File: src/rtl/dev_bus_pkg.sv
// Shared types and constants for the peripheral-bus arbiter.
// Optional build macro: DEV_BUS_ERR_EN (unmapped-address error reporting).
package dev_bus_pkg;

  // FSM state encoding
  typedef logic [1:0] state_t;
  localparam state_t IDLE   = 2'd0;
  localparam state_t ACCESS = 2'd1;
  localparam state_t DONE   = 2'd2;

  // Device windows, compared against address bits [31:4]
  localparam logic [27:0] DEV_TIMER_BASE = 28'h00007F0;
  localparam logic [27:0] DEV_OUT_BASE   = 28'h00007F1;
  localparam logic [27:0] DEV_IN_BASE    = 28'h00007F2;

  // Master index: 0 = CPU data port, 1 = DMA/debug port
  typedef logic mst_t;

  // True when the address falls in one of the three device windows
  function automatic logic addr_mapped(input logic [31:0] addr);
    return (addr[31:4] == DEV_TIMER_BASE) ||
           (addr[31:4] == DEV_OUT_BASE)   ||
           (addr[31:4] == DEV_IN_BASE);
  endfunction

endpackage

File: src/rtl/rr_arb2.sv
// Combinational two-way round-robin pick. A lone request always wins;
// when both masters ask, the one named by prio wins.
module rr_arb2
  import dev_bus_pkg::*;
(
  input  logic [1:0] req,
  input  mst_t       prio,
  output logic       gnt_valid,
  output mst_t       gnt
);

  // Pick the winner from the request pair and the current priority
  always_comb begin
    gnt_valid = |req;
    if (req == 2'b11) gnt = prio;
    else              gnt = req[1];
  end

endmodule

File: src/rtl/dev_bus_arbiter.sv
// Shares the peripheral-bus bridge port between the CPU data port (master 0)
// and the DMA/debug port (master 1). One fixed-length access at a time:
// IDLE (grant) -> ACCESS (WAIT_CYCLES+1 cycles) -> DONE (rdy pulse) -> IDLE.
// Optional build macro: DEV_BUS_ERR_EN adds bus_err and short-circuits
// accesses to unmapped addresses straight to DONE with zero read data.
//
// Handshake: a master raises mN_req with addr/we/wd stable and keeps it up
// until mN_rdy; mN_rdy is a single-cycle pulse and mN_rd is valid with it
// and held afterwards. The request must be low in the cycle after mN_rdy,
// otherwise it is treated as a fresh request. Request inputs are sampled
// only at the grant edge; later changes do not affect the running access.
module dev_bus_arbiter
  import dev_bus_pkg::*;
#(
  parameter int WAIT_CYCLES = 1,
  parameter int DW          = 32
) (
  input  logic          clk,
  input  logic          reset,
  input  logic          m0_req,
  input  logic [DW-1:0] m0_addr,
  input  logic          m0_we,
  input  logic [DW-1:0] m0_wd,
  output logic          m0_rdy,
  output logic [DW-1:0] m0_rd,
  input  logic          m1_req,
  input  logic [DW-1:0] m1_addr,
  input  logic          m1_we,
  input  logic [DW-1:0] m1_wd,
  output logic          m1_rdy,
  output logic [DW-1:0] m1_rd,
  output logic [DW-1:0] bus_addr,
  output logic [DW-1:0] bus_wd,
  output logic          bus_we,
  input  logic [DW-1:0] bus_rd,
  output logic          busy
`ifdef DEV_BUS_ERR_EN
  ,
  output logic          bus_err
`endif
);

  localparam logic [3:0] CNT_INIT = 4'(WAIT_CYCLES);

  state_t        state;
  mst_t          prio;
  mst_t          gnt;
  logic          we_lat;
  logic [3:0]    cnt;
  logic          arb_valid;
  mst_t          arb_gnt;
  logic [DW-1:0] sel_addr;
  logic [DW-1:0] sel_wd;
  logic          sel_we;
`ifdef DEV_BUS_ERR_EN
  logic          err_lat;
`endif

  rr_arb2 u_rr_arb2 (
    .req       ({m1_req, m0_req}),
    .prio      (prio),
    .gnt_valid (arb_valid),
    .gnt       (arb_gnt)
  );

  assign sel_addr = arb_gnt ? m1_addr : m0_addr;
  assign sel_wd   = arb_gnt ? m1_wd   : m0_wd;
  assign sel_we   = arb_gnt ? m1_we   : m0_we;

  // Sequencing: grant in IDLE, count down in ACCESS, rotate priority in DONE
  always_ff @(posedge clk) begin
    if (!reset) begin
      state    <= IDLE;
      prio     <= 1'b0;
      gnt      <= 1'b0;
      we_lat   <= 1'b0;
      cnt      <= 4'd0;
      bus_addr <= '0;
      bus_wd   <= '0;
      m0_rd    <= '0;
      m1_rd    <= '0;
`ifdef DEV_BUS_ERR_EN
      err_lat  <= 1'b0;
`endif
    end else begin
      case (state)
        IDLE: begin
          if (arb_valid) begin
            gnt      <= arb_gnt;
            bus_addr <= sel_addr;
            bus_wd   <= sel_wd;
            we_lat   <= sel_we;
            cnt      <= CNT_INIT;
`ifdef DEV_BUS_ERR_EN
            if (!addr_mapped(32'(sel_addr))) begin
              // Unmapped: no device cycle, return zero data immediately
              err_lat <= 1'b1;
              state   <= DONE;
              if (arb_gnt) m1_rd <= '0;
              else         m0_rd <= '0;
            end else begin
              err_lat <= 1'b0;
              state   <= ACCESS;
            end
`else
            state    <= ACCESS;
`endif
          end
        end
        ACCESS: begin
          if (cnt == 4'd0) begin
            if (gnt) m1_rd <= bus_rd;
            else     m0_rd <= bus_rd;
            state <= DONE;
          end else begin
            cnt <= cnt - 4'd1;
          end
        end
        DONE: begin
          prio  <= ~gnt;
          state <= IDLE;
        end
        default: state <= IDLE;
      endcase
    end
  end

  // Write strobe only in the first ACCESS cycle (cnt still at its load value)
  assign bus_we = (state == ACCESS) && (cnt == CNT_INIT) && we_lat;
  assign m0_rdy = (state == DONE) && !gnt;
  assign m1_rdy = (state == DONE) && gnt;
  assign busy   = (state != IDLE);
`ifdef DEV_BUS_ERR_EN
  assign bus_err = (state == DONE) && err_lat;
`endif

endmodule

File: config.mk
export PLATFORM = sky130hd
export DESIGN_NAME = dev_bus_arbiter
export DESIGN_NICKNAME = d
export VERILOG_FILES = /design/src/rtl/dev_bus_pkg.sv /design/src/rtl/rr_arb2.sv /design/src/rtl/dev_bus_arbiter.sv
export SDC_FILE = /design/constraint.sdc
export NUM_CORES = 1
export LEC_CHECK = 0
export BUFFER_PORTS_ARGS = -buffer_cell sky130_fd_sc_hd__buf_4
export CORE_AREA = 2 2 115 117
export DETAILED_ROUTE_END_ITERATION = 10
export DIE_AREA = 0 0 117 119
export PLACE_DENSITY = 0.89
export SLEW_MARGIN = 20
export SYNTH_ARGS = -nofsm -noshare
export SYNTH_HDL_FRONTEND = slang
export SYNTH_SLANG_ARGS = --single-unit
File: constraint.sdc
create_clock -name clk -period 2.1 [get_ports clk]
set_clock_uncertainty 0.2 [all_clocks]
set_input_delay 0.42 -clock clk [delete_from_list [all_inputs] [get_ports clk]]
set_output_delay 0.42 -clock clk [all_outputs]
set_load 0.03 [all_outputs]
; Word level (Yosys, flattened, before mapping)
; Index checks and enable logic that the tools add are counted.
[totals]
in_bits = 166
regBits = 137
out_inout_bits = 132
wordCells = 43
[op_classes]
n_reduce_logical = 15
n_addsub = 1
muxes = 10
eq_ne = 7
n_bitwise = 1
[op_table]
columns = op, n
row1 = 32-bit two-way mux, 2
row2 = 3-bit AND reduction, 3
row3 = 4-bit two-way mux, 2
row4 = 4-bit one-hot mux with 2 select lines, 1
row5 = 2-bit != test (second input constant), 3
row6 = 2-bit equality test (second input constant), 2
row7 = 4-bit by 1-bit equality test with 1-bit output (second input constant), 1
row8 = 1-bit logical AND, 4
row9 = 4-bit zero test, 1
row10 = 2-bit two-way mux, 2
row11 = 2-bit one-hot mux with 2 select lines, 1
row12 = 2-bit AND reduction, 2
row13 = 2-bit nonzero test, 2
row14 = 4-bit by 1-bit subtractor with 4-bit output (second input constant), 1
row15 = 2-bit by 1-bit equality test with 1-bit output (second input constant), 1
row16 = 2-bit zero test, 1
row17 = 1-bit two-way mux, 2
row18 = 2-bit OR reduction, 1
row19 = 1-bit zero test, 1
row20 = 1-bit NOT, 1

; Logic depth before layout (Yosys ltp)
[depth]
word_depth = 3
depth_mapped = 7
depth_no_buf = 5

; By module
; A second synthesis with hierarchy kept.
[hier_totals]
hier_cells = 582
area_unflattened_um2 = 5798.1
[modules_own_cells]
columns = module, area_per_inst_um2, seq_area_each_um2, instances, cells_per_inst
row1 = dev_bus_arbiter, 5780.5, 2742.6, 1, 579
row2 = rr_arb2, 17.5, 0.0, 1, 3

; Worst setup path before layout
; No wires, ideal clock.
[synth_timing]
path_type = flip-flop to output port
startpoint = reg cnt[3]
endpoint = out bus_we
stages_incl_launch_ff = 3
path_buffers = 0
slack_ns = 0.382
required_ns = 1.480
arrival_time_ns = 1.098
path_cell_list = dfxtp_1 -> nor4b_4 -> and3_2
[synth_between]
elab_chain_len = 3
[synth_rtl]
columns = item, line
row1 = from (decl), dev_bus_arbiter.sv:49  ; logic [3:0] cnt;
row2 = from (signal assigned), dev_bus_arbiter.sv:116  ; cnt <= cnt - 4'd1;
row3 = 4-bit by 1-bit equality test with 1-bit output, dev_bus_arbiter.sv:129  ; assign bus_we = (state == ACCESS) && (cnt == CNT_INIT) && we_lat;
row4 = 1-bit logical AND (2 in a row), dev_bus_arbiter.sv:129
row5 = to (decl), dev_bus_arbiter.sv:34  ; output logic bus_we,
; No other way between the ends.

; Worst setup path in the final report
; Same ends and word-level chain as after synthesis.

==> impl.org <==
** Run status
- The flow ran to the end, and the final reports show no timing, DRC or antenna violations.

** Hold path
- Kind of path behind the tightest hold check :: input port to flip-flop
- Hold Path Depth :: 2

** Pwr
- Internal power component :: 0.00562 W
- Reported leakage power :: 4.02 nW
- Portion of total power attributed to the clock network :: 40.4%
- Per report_power, the combinational group accounts for 21.5% of the total.
- VDD IR max :: 0.547 mV
- Switching power of the nets :: 0.00214 W
- In this run the power density over the cells is around 910 nW/um^2.
- Switching fraction of total power :: 27.6%
- Share of power burned in registers :: 38.2%

** STA
- The number of slew-limit violations in the final report is 0.
- Setup repair after global routing left no endpoint under its margin.
- The hold violation total from the final report is 0.
- The final critical path takes up roughly 96% of the cycle.
- For the finished layout, the period the worst path requires is between 2 and 2.5 ns.
- Normalized max-slew margin :: between 70 and 80%
- Final number of setup-violating endpoints :: 0
- At the pin with the least slew margin, the transition time is 0.412 ns.
- Maximum clock frequency :: 494 MHz
- Adding up every negative setup slack in the final design gives 0 ns.

** Yosys
- Flip-flop cell with the highest count after synthesis :: dfxtp_1
- Syn Nets :: just under 700
- Register area share after synthesis :: about half
- Synthesized flop and latch total :: 137
- Counting distinct cell types in the post-synthesis netlist gives 31.
- Asr flop ratio synth :: 0%
- Synthesized area per cell :: 10.9 um^2
- The synthesized design contains 0 enable-type register cells.
- Netlist area before placement :: 5590 um^2
- Yosys printed 0 warnings.
- Post-Synthesis Cells :: around 510

** GRT
- Entering global routing, the biggest net connects 98 pins.
- Vias in the first global route :: 4747
- For this run, the total global-route usage over all layers was measured as 22.1%.
- The initial antenna violation count is 1.
- The total overflow left after global routing is 0.
- Global-route wire length before repair :: 24000 um

** Clock tree
- Clock latency on the worst-skew pair, taken at its later pin, is 0.40 ns.
- Clk slew on worst S/H paths :: approximately 0.050 ns
- TritonCTS sink count :: 137
- H-tree depth :: 4
- Clock root buffer :: clkbuf_16
- TritonCTS clock tree :: done
- Total CTS buffers :: 17
- In this run the deepest clock path goes through 2 buffers.
- Cts-stage hold buffer count :: 0

** Critical path
- The critical path in this run is classified as flip-flop to output port.
- Max stage delay on crit path :: roughly 0.34 ns
- Of all nets on the critical path, the largest fanout is 3.
- Number of cells on the worst reg-to-reg path :: 6
- Data on the critical path is required at its endpoint by 1.48 ns.
- Type of element launching the critical path :: flip-flop
- The largest individual stage delay along the critical path comes from the cell dfxtp_2.
- At the worst endpoint, the arrival time is 1.40 ns.
- Cell depth of the worst setup path :: 3
- STA classifies the critical path endpoint as an output port.
- Among cell families on the critical path, the largest total delay comes from simple AND/OR/NAND/NOR gates.
- Number of buffer and inverter instances along the worst setup path :: 1
- Traced cell by cell, the critical path runs through nor4b_4 -> and3_2 -> buf_6.

** Cells and area
- Ratio of cells with drive above 1 in the final layout :: 48.7%
- # nets final :: 964
- From synthesis to final layout, the design area changed by 52.4%.
- In the layout the commonest cells are 301 x buf_4, 135 x dfxtp_1, 65 x mux2i_1.
- Leaving out fill and tap cells, the most frequent cell in the layout is buf_4.
- Final Instance Count excl. Fillers :: 986

** Detailed routing
- In the final routed layout, each cell accounts on average for about 16 um.
- Vias :: 4957
- Number of vias per cell after detailed routing :: 5.03
- The count of nets left with antenna violations once routing finished came out at 0.
- DR DRC count :: 0
- After detailed routing, the total wire length is 15900 um.
- 1st-iter DRT viols :: around 350
- Iteration count of the initial detailed-routing pass :: 6

** Die
- Num ports :: 298
- Starting utilization of the core area :: between 40% and 50%
- The region available for standard cell placement spans 12900 um^2.
- From left edge to right edge, the die measures 117 um.
- The die covers 13900 um^2.
- Measured along the y axis, the die boundary spans around 120 um.
- The floorplan has between 40 and 50 rows.

** Flow run
- Across the run, the number of max-cap violations was 0.

** Placement
- Once detailed placement completed, the half-perimeter wirelength came to 11700 um.
- Cells after DPL :: ~950
- Count of buffers from port buffering :: 297
- Routability-driven placement finished with a final weighted congestion of 0.809.
## sequential cells by signal, summed over array words and instances (netlist names), 2 cells and up
signal,cells
m0_rd,32
m1_rd,32
bus_addr,32
state,2
bus_wd,32
cnt,4
## stage by stage
stage	utilization, %	area [um^2]	total power [W]	setup WS [ns]	hold WS (ns)
2_1_floorplan	-	5590	0.00400	0.382	0.224
3_3_place_gp	61.2	7890	0.00464	0.289	0.245
3_5_place_dp	61.2	7890	0.00467	0.244	0.247
4_1_cts	66.2	8520	0.00783	0.0132	0.0515
5_1_grt	66.2	8520	0.00806	0.0112	0.0641
6_report	66.2	8530	0.00776	0.0773	0.0762
## worst reg2reg max path, cell delays in order (launching register included)
cell	delay [ns]
dfxtp_1	0.30
inv_1	0.11
ha_1	0.38
nand3_4	0.23
buf_12	0.24
nand3_1	0.13
o21ai_1	0.07
## Yosys cell counts, types with 8 or more instances
master / instances / area share (%)
o2bb2ai_2: 20 / 5.4
nor2_1: 8 / 0.54
buf_2: 10 / 0.89
dfxtp_1: 137 / 49
buf_6: 17 / 3.4
nand3_1: 64 / 5.7
o21ai_1: 38 / 3.4
o2bb2ai_1: 46 / 7.2
o21ai_2: 27 / 4.2
mux2i_1: 65 / 12
nand2_1: 33 / 2.2
## what timing repair did
item                                    4_1_cts  5_1_grt
pin swaps                                     1        1
resized for setup                             0        3
buffers inserted                              1        0
endpoints found under the setup margin        1        1
cloned                                        0        0
## routing by layer
layer  share of wire [%]  track usage, %
met2                  50            37.6
met5                   0               0
met4                 2.1            8.38
met1                  38            24.5
met3                 9.9            8.91
## logic make-up (layout without fill, tap and decap cells)
family          count (synthesis)  after routing  synth area share (%)
compound gates                137            137                  20.9
mux                            65             65                  11.6
xor+xnor                        2              2                 0.313
other cells                     0              1                     0
buf+inv                        50            346                  6.53
simple gates                  120            120                  11.1
fa+ha+maj                       2              2                 0.447
flops                         137            137                  49.0
## final timing paths
path | start | to | slack (ns)
worst max register to register | cnt[1]$_SDFFE_PN0P_ | m1_rd[28]$_SDFFE_PN0P_ | 0.33
worst max-delay path | cnt[3]$_SDFFE_PN0P_ | bus_we | 0.08
worst min register to register | m1_rd[26]$_SDFFE_PN0P_ | m1_rd[26]$_SDFFE_PN0P_ | 0.26
worst min-delay path | reset | cnt[1]$_SDFFE_PN0P_ | 0.08
## final cells by class
cell class	instances	area, um^2
multi-input cells	326	2500
repair buffers	309	2410
clock inverters	7	139
clock buffers	25	485
flip-flops and latches	137	2750
diodes	1	2.50
well taps	176	220
inverters	5	18.8
fillers	995	4350
## power groups by stage
| stage | clock network [W] | registers, W | logic, W |
|---|---|---|---|
| detailed placement | 0 | 0.00301 | 0.00167 |
| finish | 0.00313 | 0.00296 | 0.00167 |
| global route | 0.00331 | 0.00298 | 0.00177 |
| global placement | 0 | 0.00300 | 0.00164 |
| CTS | 0.00320 | 0.00296 | 0.00168 |
| floorplan | 0 | 0.00338 | 0.000614 |
(Power assumes the default switching activity.)
